`src/rtl/seq_detector_prog_if.sv`:
```
// Bus bundle for seq_detector_prog: runtime configuration, qualified serial
// input and detector results. With SEQ_DETECTOR_PROG_MASK_EN defined the
// bundle also carries the per-bit compare mask.
interface seq_detector_prog_if #(
  parameter int unsigned SEQ_LEN = 8,
  parameter int unsigned CNT_W   = 8
);
  localparam int unsigned LEN_W = $clog2(SEQ_LEN + 1);

  logic               cfg_load;
  logic [SEQ_LEN-1:0] cfg_pattern;
  logic [LEN_W-1:0]   cfg_len;
  logic               cfg_overlap;
`ifdef SEQ_DETECTOR_PROG_MASK_EN
  logic [SEQ_LEN-1:0] cfg_mask;
`endif
  logic               din_valid;
  logic               din;
  logic               match;
  logic [CNT_W-1:0]   match_cnt;
  logic               armed;

`ifdef SEQ_DETECTOR_PROG_MASK_EN
  modport master (
    output cfg_load, cfg_pattern, cfg_len, cfg_overlap, cfg_mask, din_valid, din,
    input  match, match_cnt, armed
  );
  modport slave (
    input  cfg_load, cfg_pattern, cfg_len, cfg_overlap, cfg_mask, din_valid, din,
    output match, match_cnt, armed
  );
`else
  modport master (
    output cfg_load, cfg_pattern, cfg_len, cfg_overlap, din_valid, din,
    input  match, match_cnt, armed
  );
  modport slave (
    input  cfg_load, cfg_pattern, cfg_len, cfg_overlap, din_valid, din,
    output match, match_cnt, armed
  );
`endif
endinterface

```
`src/rtl/seq_detector_prog.sv`:
```
// Runtime-programmable serial bit-sequence detector.
// Pattern (bit[len-1] received first), length and overlap mode are latched on
// cfg_load. match is a same-cycle Mealy pulse; match_cnt saturates; armed says
// the next valid bit can complete a match.
// Optional feature: SEQ_DETECTOR_PROG_MASK_EN adds a per-bit don't-care mask.
module seq_detector_prog #(
  parameter int unsigned SEQ_LEN = 8,
  parameter int unsigned CNT_W   = 8
) (
  input  logic               clk,
  input  logic               rst,
  seq_detector_prog_if.slave bus
);
  localparam int unsigned     LEN_W    = $clog2(SEQ_LEN + 1);
  localparam logic [LEN_W-1:0] LEN_MAX  = LEN_W'(SEQ_LEN);
  localparam logic [LEN_W-1:0] FILL_MAX = LEN_W'(SEQ_LEN - 1);

  logic [SEQ_LEN-1:0] r_pattern;
  logic [LEN_W-1:0]   r_len;
  logic               r_overlap;
  logic [SEQ_LEN-2:0] r_hist;
  logic [LEN_W-1:0]   r_fill;
  logic [CNT_W-1:0]   r_cnt;
  logic               r_armed;
`ifdef SEQ_DETECTOR_PROG_MASK_EN
  logic [SEQ_LEN-1:0] r_mask;
`endif

  logic [SEQ_LEN-1:0] w_window;
  logic [SEQ_LEN-1:0] w_cmp_mask;
  logic [LEN_W-1:0]   w_len_m1;
  logic [LEN_W-1:0]   w_len_clamped;
  logic [LEN_W-1:0]   w_fill_next;
  logic               w_bit_take;
  logic               w_match;

  assign w_window   = {r_hist, bus.din};
  assign w_len_m1   = r_len - LEN_W'(1);
  assign w_bit_take = bus.din_valid & ~bus.cfg_load;

  // Compare mask: only bits below the active length take part.
  always_comb begin
    w_cmp_mask = '0;
    for (int unsigned i = 0; i < SEQ_LEN; i++) begin
      w_cmp_mask[i] = (LEN_W'(i) < r_len);
    end
`ifdef SEQ_DETECTOR_PROG_MASK_EN
    w_cmp_mask = w_cmp_mask & r_mask;
`endif
  end

  // Mealy match: window must hold len-1 bits since the last clear plus din.
  assign w_match = w_bit_take & (r_fill >= w_len_m1) &
                   (((w_window ^ r_pattern) & w_cmp_mask) == '0);

  // Clamp the loaded length into 1..SEQ_LEN.
  always_comb begin
    w_len_clamped = bus.cfg_len;
    if (bus.cfg_len == '0) begin
      w_len_clamped = LEN_W'(1);
    end else if (bus.cfg_len > LEN_MAX) begin
      w_len_clamped = LEN_MAX;
    end
  end

  // Next fill: cleared by config load or a non-overlapping match, else saturating count.
  always_comb begin
    w_fill_next = r_fill;
    if (bus.cfg_load) begin
      w_fill_next = '0;
    end else if (bus.din_valid) begin
      if (w_match && !r_overlap) begin
        w_fill_next = '0;
      end else if (r_fill < FILL_MAX) begin
        w_fill_next = r_fill + LEN_W'(1);
      end
    end
  end

  // Configuration registers.
  always_ff @(posedge clk or negedge rst) begin
    if (!rst) begin
      r_pattern <= '1;
      r_len     <= LEN_MAX;
      r_overlap <= 1'b1;
`ifdef SEQ_DETECTOR_PROG_MASK_EN
      r_mask    <= '1;
`endif
    end else if (bus.cfg_load) begin
      r_pattern <= bus.cfg_pattern;
      r_len     <= w_len_clamped;
      r_overlap <= bus.cfg_overlap;
`ifdef SEQ_DETECTOR_PROG_MASK_EN
      r_mask    <= bus.cfg_mask;
`endif
    end
  end

  // Bit history, newest bit at index 0.
  always_ff @(posedge clk or negedge rst) begin
    if (!rst) begin
      r_hist <= '0;
    end else if (w_bit_take) begin
      r_hist <= w_window[SEQ_LEN-2:0];
    end
  end

  // Fill level and armed flag (next fill against the current length).
  always_ff @(posedge clk or negedge rst) begin
    if (!rst) begin
      r_fill  <= '0;
      r_armed <= 1'b0;
    end else begin
      r_fill  <= w_fill_next;
      r_armed <= (w_fill_next >= w_len_m1);
    end
  end

  // Saturating match counter, cleared on config load.
  always_ff @(posedge clk or negedge rst) begin
    if (!rst) begin
      r_cnt <= '0;
    end else if (bus.cfg_load) begin
      r_cnt <= '0;
    end else if (w_match && (r_cnt != '1)) begin
      r_cnt <= r_cnt + CNT_W'(1);
    end
  end

  assign bus.match     = w_match;
  assign bus.match_cnt = r_cnt;
  assign bus.armed     = r_armed;

endmodule

```
`src/flat_wrapper.sv`:
```
// flat-port wrapper written by rule: the top's interface ports become plain ports
module seq_detector_prog_flat 
#(
  parameter int unsigned SEQ_LEN = 8,
  parameter int unsigned CNT_W   = 8
)
  (clk, rst, bus_cfg_load, bus_cfg_pattern, bus_cfg_len, bus_cfg_overlap, bus_din_valid, bus_din, bus_match, bus_match_cnt, bus_armed);
  seq_detector_prog_if #(.SEQ_LEN(SEQ_LEN), .CNT_W(CNT_W)) bus_i ();
  input  logic clk;
  input  logic rst;
  input wire logic [$bits(bus_i.cfg_load)-1:0] bus_cfg_load;
  input wire logic [$bits(bus_i.cfg_pattern)-1:0] bus_cfg_pattern;
  input wire logic [$bits(bus_i.cfg_len)-1:0] bus_cfg_len;
  input wire logic [$bits(bus_i.cfg_overlap)-1:0] bus_cfg_overlap;
  input wire logic [$bits(bus_i.din_valid)-1:0] bus_din_valid;
  input wire logic [$bits(bus_i.din)-1:0] bus_din;
  output wire logic [$bits(bus_i.match)-1:0] bus_match;
  output wire logic [$bits(bus_i.match_cnt)-1:0] bus_match_cnt;
  output wire logic [$bits(bus_i.armed)-1:0] bus_armed;
  assign bus_i.cfg_load = bus_cfg_load;
  assign bus_i.cfg_pattern = bus_cfg_pattern;
  assign bus_i.cfg_len = bus_cfg_len;
  assign bus_i.cfg_overlap = bus_cfg_overlap;
  assign bus_i.din_valid = bus_din_valid;
  assign bus_i.din = bus_din;
  assign bus_match = bus_i.match;
  assign bus_match_cnt = bus_i.match_cnt;
  assign bus_armed = bus_i.armed;
  seq_detector_prog #(.SEQ_LEN(SEQ_LEN), .CNT_W(CNT_W)) u_core (.clk(clk), .rst(rst), .bus(bus_i));
endmodule
```
`config.mk`:
```
export PLATFORM = sky130hd
export DESIGN_NAME = seq_detector_prog_flat
export DESIGN_NICKNAME = d
export VERILOG_FILES = /design/src/rtl/seq_detector_prog_if.sv /design/src/rtl/seq_detector_prog.sv /design/src/flat_wrapper.sv
export SDC_FILE = /design/constraint.sdc
export NUM_CORES = 1
export LEC_CHECK = 0
export BUFFER_PORTS_ARGS = -buffer_cell sky130_fd_sc_hd__buf_4
export CAP_MARGIN = 10
export CORE_MARGIN = 8
export CORE_UTILIZATION = 35
export DETAILED_ROUTE_END_ITERATION = 6
export GPL_ROUTABILITY_DRIVEN = 0
export GPL_TIMING_DRIVEN = 0
export PLACE_DENSITY = 0.63
export SLEW_MARGIN = 20
export SYNTH_ARGS = -nofsm -noshare
export SYNTH_HDL_FRONTEND = slang
export SYNTH_SLANG_ARGS = --single-unit
export TNS_END_PERCENT = 1
```
`constraint.sdc`:
```
create_clock -name clk -period 8.8 [get_ports clk]
set_clock_uncertainty 0.2 [all_clocks]
set_input_delay 0.88 -clock clk [delete_from_list [all_inputs] [get_ports clk]]
set_output_delay 0.88 -clock clk [all_outputs]
set_load 0.1 [all_outputs]
```
==> out/summary.log <==
qor: run_status.status completed
qor: timing.tmin_final 3559 ps
qor: worst_setup_path.critical_path_class reg -> out
qor: cts.cts-resized-gates 0
qor: worst_setup_path.ff2ff_path_depth 14
qor: power.pwr-share-seq 43.7%
qor: timing.slew_headroom 57.10%
qor: timing.fin_tns_setup 0 ps
qor: route.average_detailed_routed_wire_length_per_instance 14.26 um
qor: route.detail_route.first_pass.iterations 4
qor: final_layout.n_fill_cell 528
qor: worst_setup_path.regToRegSetupSlack 5270 ps
qor: power.switchingPower 0.1273 mW
qor: worst_setup_path.cell_with_the_largest_stage_delay_on_the_worst_path sky130_fd_sc_hd__a2111o_1
qor: floorplan.num_io_pins 28
qor: cts.clock_latency_late_sink 280 ps
qor: timing.slew_viol_final 0
qor: cts.clkSlewWorstSetupHoldPaths 70 ps
qor: power.ir_worst_vdd 0.00009924 V
qor: grt.grt_start_max_net_pins 34
qor: timing.setup_violations 0
qor: timing.final.period_utilization 40.44%
qor: placed_design.buffer_ports.inserted 27
qor: floorplan.core.rowCount 27
qor: route.violation_count_after_the_first_detailed_routing_iteration 43
qor: synthesis.postSynth.topFlopCell sky130_fd_sc_hd__dfrtp_1
qor: cts.tritoncts built
qor: final_layout.most_used_cells_in_the_layout_excluding_fill_and_tap_cells sky130_fd_sc_hd__buf_4 (27), sky130_fd_sc_hd__dfrtp_1 (23), sky130_fd_sc_hd__mux2_2 (18), sky130_fd_sc_hd__ha_1 (13), sky130_fd_sc_hd__nand2_1 (11)
qor: synthesis.synth.avg_cell_area 11.02 um^2
qor: route.viasPerCell 5.067
qor: cts.cts.repair_timing.setup_buffer_count 0
qor: cts.cts.sink_count 33
qor: worst_setup_path.worst-endpoint-required 7720 ps
qor: synthesis.seq_area_frac_synth 43.45%
qor: grt.vias_in_the_first_global_route 1,446
qor: final_layout.nNetsFinal 240
qor: final_layout.area_growth_syn_to_layout 20.75%
qor: power.power_report.internal_total 0.3082 mW
qor: min_path.min-delay-path-class in -> async
qor: worst_setup_path.worst_path_largest_cell_delay 480 ps
qor: timing.rsz_0062_raised_after_global_routing false
qor: cts.cts-htree-levels 2
qor: cts.tritoncts.num_buffers 5
qor: worst_setup_path.worst_setup_path_start_kind flip-flop
qor: timing.upper_clock_frequency_limit 281.0 MHz
qor: synthesis.synth.net_count 206
qor: floorplan.full_die_area 8144 um^2
qor: cts.cts-root-buf sky130_fd_sc_hd__clkbuf_8
qor: floorplan.die_w 90.25 um
qor: synthesis.synth.cell_area 1929 um^2
qor: synthesis.post_synth_num_cell_types 43
qor: grt.gr-total-overflow 0
qor: synthesis.syn_inst 175
qor: floorplan.initial_utilization 35.69%
qor: route.drt-total-wl 4.022 mm
qor: worst_setup_path.critical_path_arrival 2480 ps
qor: worst_setup_path.worstPathMaxFanout 6
qor: floorplan.dieHeight 90.25 um
qor: worst_setup_path.reg2reg_from u_core.r_len[0]
qor: worst_setup_path.endpoint_kind output pin
qor: grt.antenna_found_initial 0
qor: cts.cts-hold-fix-buffers 0
qor: worst_setup_path.critical-path-top-cell-by-count sky130_fd_sc_hd__ha_1
qor: grt.groute.usage.overall 10.38%
qor: final_layout.num_antenna_cells 0
qor: power.power_frac_comb 24.5%
qor: route.drt_drc_violations_left 0
qor: timing.hold_violations 0
qor: worst_setup_path.r2r-end u_core.bus.armed
qor: final_layout.final_common_cell sky130_fd_sc_hd__buf_4
qor: power.power.leakage 1.034 nW
qor: timing.post-route-worst-setup-slack 5241 ps
qor: floorplan.core 5405 um^2
qor: route.drtAntennaViolNets 0
qor: worst_setup_path.cells_along_the_critical_path inv_1 > ha_1 > xnor2_1 > ha_1 > a2111o_1 > o2111ai_1 > nor2_1 > buf_4
qor: flow_run.cap_viol_max_count 0
qor: power.power_density 186.9 nW/um^2
qor: grt.first_pass_grt_wire_length 6.851 mm
qor: synthesis.async_flop_share 100.0%
qor: synthesis.synth.ff_latch_count 33
qor: synthesis.yosys_warnings 0
qor: worst_setup_path.cp-startpoint u_core.r_len[0]
qor: power.power.share.clock 31.9%
qor: timing.tightest_slew 643.6 ps
qor: cts.clock_tree.buffer_depth 2
qor: placed_design.place_worst_setup_slack 5269 ps
qor: power.switching_share 29.22%
qor: final_layout.drive_above_1_share 33.81%
qor: route.total_number_of_vias 1,429
qor: synthesis.synth_enable_flop_cells 0
qor: placed_design.hpwl 3.004 mm
==> synthesized netlist by cell type, drive strengths merged, types with 3 or more instances <==
cell type	instances	area, um^2
xnor2	4	35.03
xor2	7	61.31
dfstp	10	262.8
nand3	3	15.01
nand2b	6	37.54
ha	13	162.7
o2111ai	4	41.29
mux2i	4	40.04
mux2	18	202.7
dfrtp	23	575.6
nor3	9	50.05
nor2	5	18.77
a21oi	9	45.04
buf	5	36.28
or3	3	18.77
nand2	11	41.29
inv	6	22.52
nor2b	4	25.02
o21ai	6	30.03
==> critical path, delay by kind of cell, from the launching register on <==
| family | cells | cell delay, ps |
|---|---|---|
| xor gates and xnor gates | 1 | 160 |
| and+or+nand+nor | 1 | 110 |
| DFF | 1 | 410 |
| buffers and inverters | 2 | 360 |
| adders and majority gates | 2 | 470 |
| AOI/OAI and AO/OA | 2 | 680 |
==> cell type report <==
| cell class | instances | area (um^2) | share of cell area, % |
|---|---|---|---|
| flip-flops and latches | 33 | 838.3 | 35.98 |
| multi-input cells | 130 | 1028 | 44.15 |
| clock inverters | 2 | 35.03 | 1.504 |
| well taps | 72 | 90.09 | 3.867 |
| clock buffers | 6 | 72.57 | 3.115 |
| inverters | 6 | 22.52 | 0.9667 |
| repair buffers | 27 | 202.7 | 8.700 |
| plain buffers | 6 | 40.04 | 1.719 |
==> worst max path at each step <==
stage	to	slack, ps	cells after the start
after floorplan	bus_match	4950	5
after global placement	u_core.bus.armed	5310	14
after detailed placement	u_core.bus.armed	5270	14
after CTS	bus_match	5250	8
after global routing	u_core.bus.armed	4980	14
final	bus_match	5240	8
==> per-stage QoR <==
step	cell area, um^2	utilization, %	power (mW)	hold WS, ps	cells
2_1_floorplan	1929	-	0.2702	299.5	175
3_3_place_gp	2222	41.11	0.2978	300.9	274
3_5_place_dp	2222	41.11	0.3008	319.2	274
4_1_cts	2330	43.10	0.4420	334.7	282
5_1_grt	2330	43.10	0.4626	353.9	282
6_report	2330	43.10	0.4355	327.7	282
==> per-layer routing <==
| metal | vias to the layer above | track usage, % | wire length [um] |
|---|---|---|---|
| met1 | 682 | 12.79 | 1923 |
| met4 | 0 | 4.438 | 42 |
| met3 | 6 | 3.242 | 189 |
| li1 | 707 | - | - |
| met2 | 34 | 16.32 | 1866 |
| met5 | - | 0 | 0 |
==> kinds of logic (layout without fill, tap and decap cells) <==
family                     after synthesis  count (layout)  share of synthesized area [%]
and+or+nand+nor                         55              55                          16.99
DFF                                     33              33                          43.45
AOI/OAI and AO/OA                       29              29                          10.31
buffers and inverters                   12              47                          3.242
adders and majority gates               13              13                          8.431
muxes                                   22              22                          12.58
xor gates and xnor gates                11              11                          4.993
==> flip-flops by register name (all words and copies together), names as in the netlist <==
register / cells
u_core.bus.match_cnt: 8
u_core.r_pattern: 8
u_core.r_hist: 7
u_core.r_fill: 4
u_core.r_len: 4
u_core.bus.armed: 1
u_core.r_overlap: 1
==> power groups by stage <==
stage,combinational [mW],sequential [mW],clock (mW)
after floorplan,0.0762,0.194,0
after global placement,0.106,0.192,0
after detailed placement,0.108,0.193,0
after CTS,0.108,0.190,0.144
after global routing,0.120,0.194,0.149
final,0.107,0.190,0.139
Power figures use the tool's default switching activity.
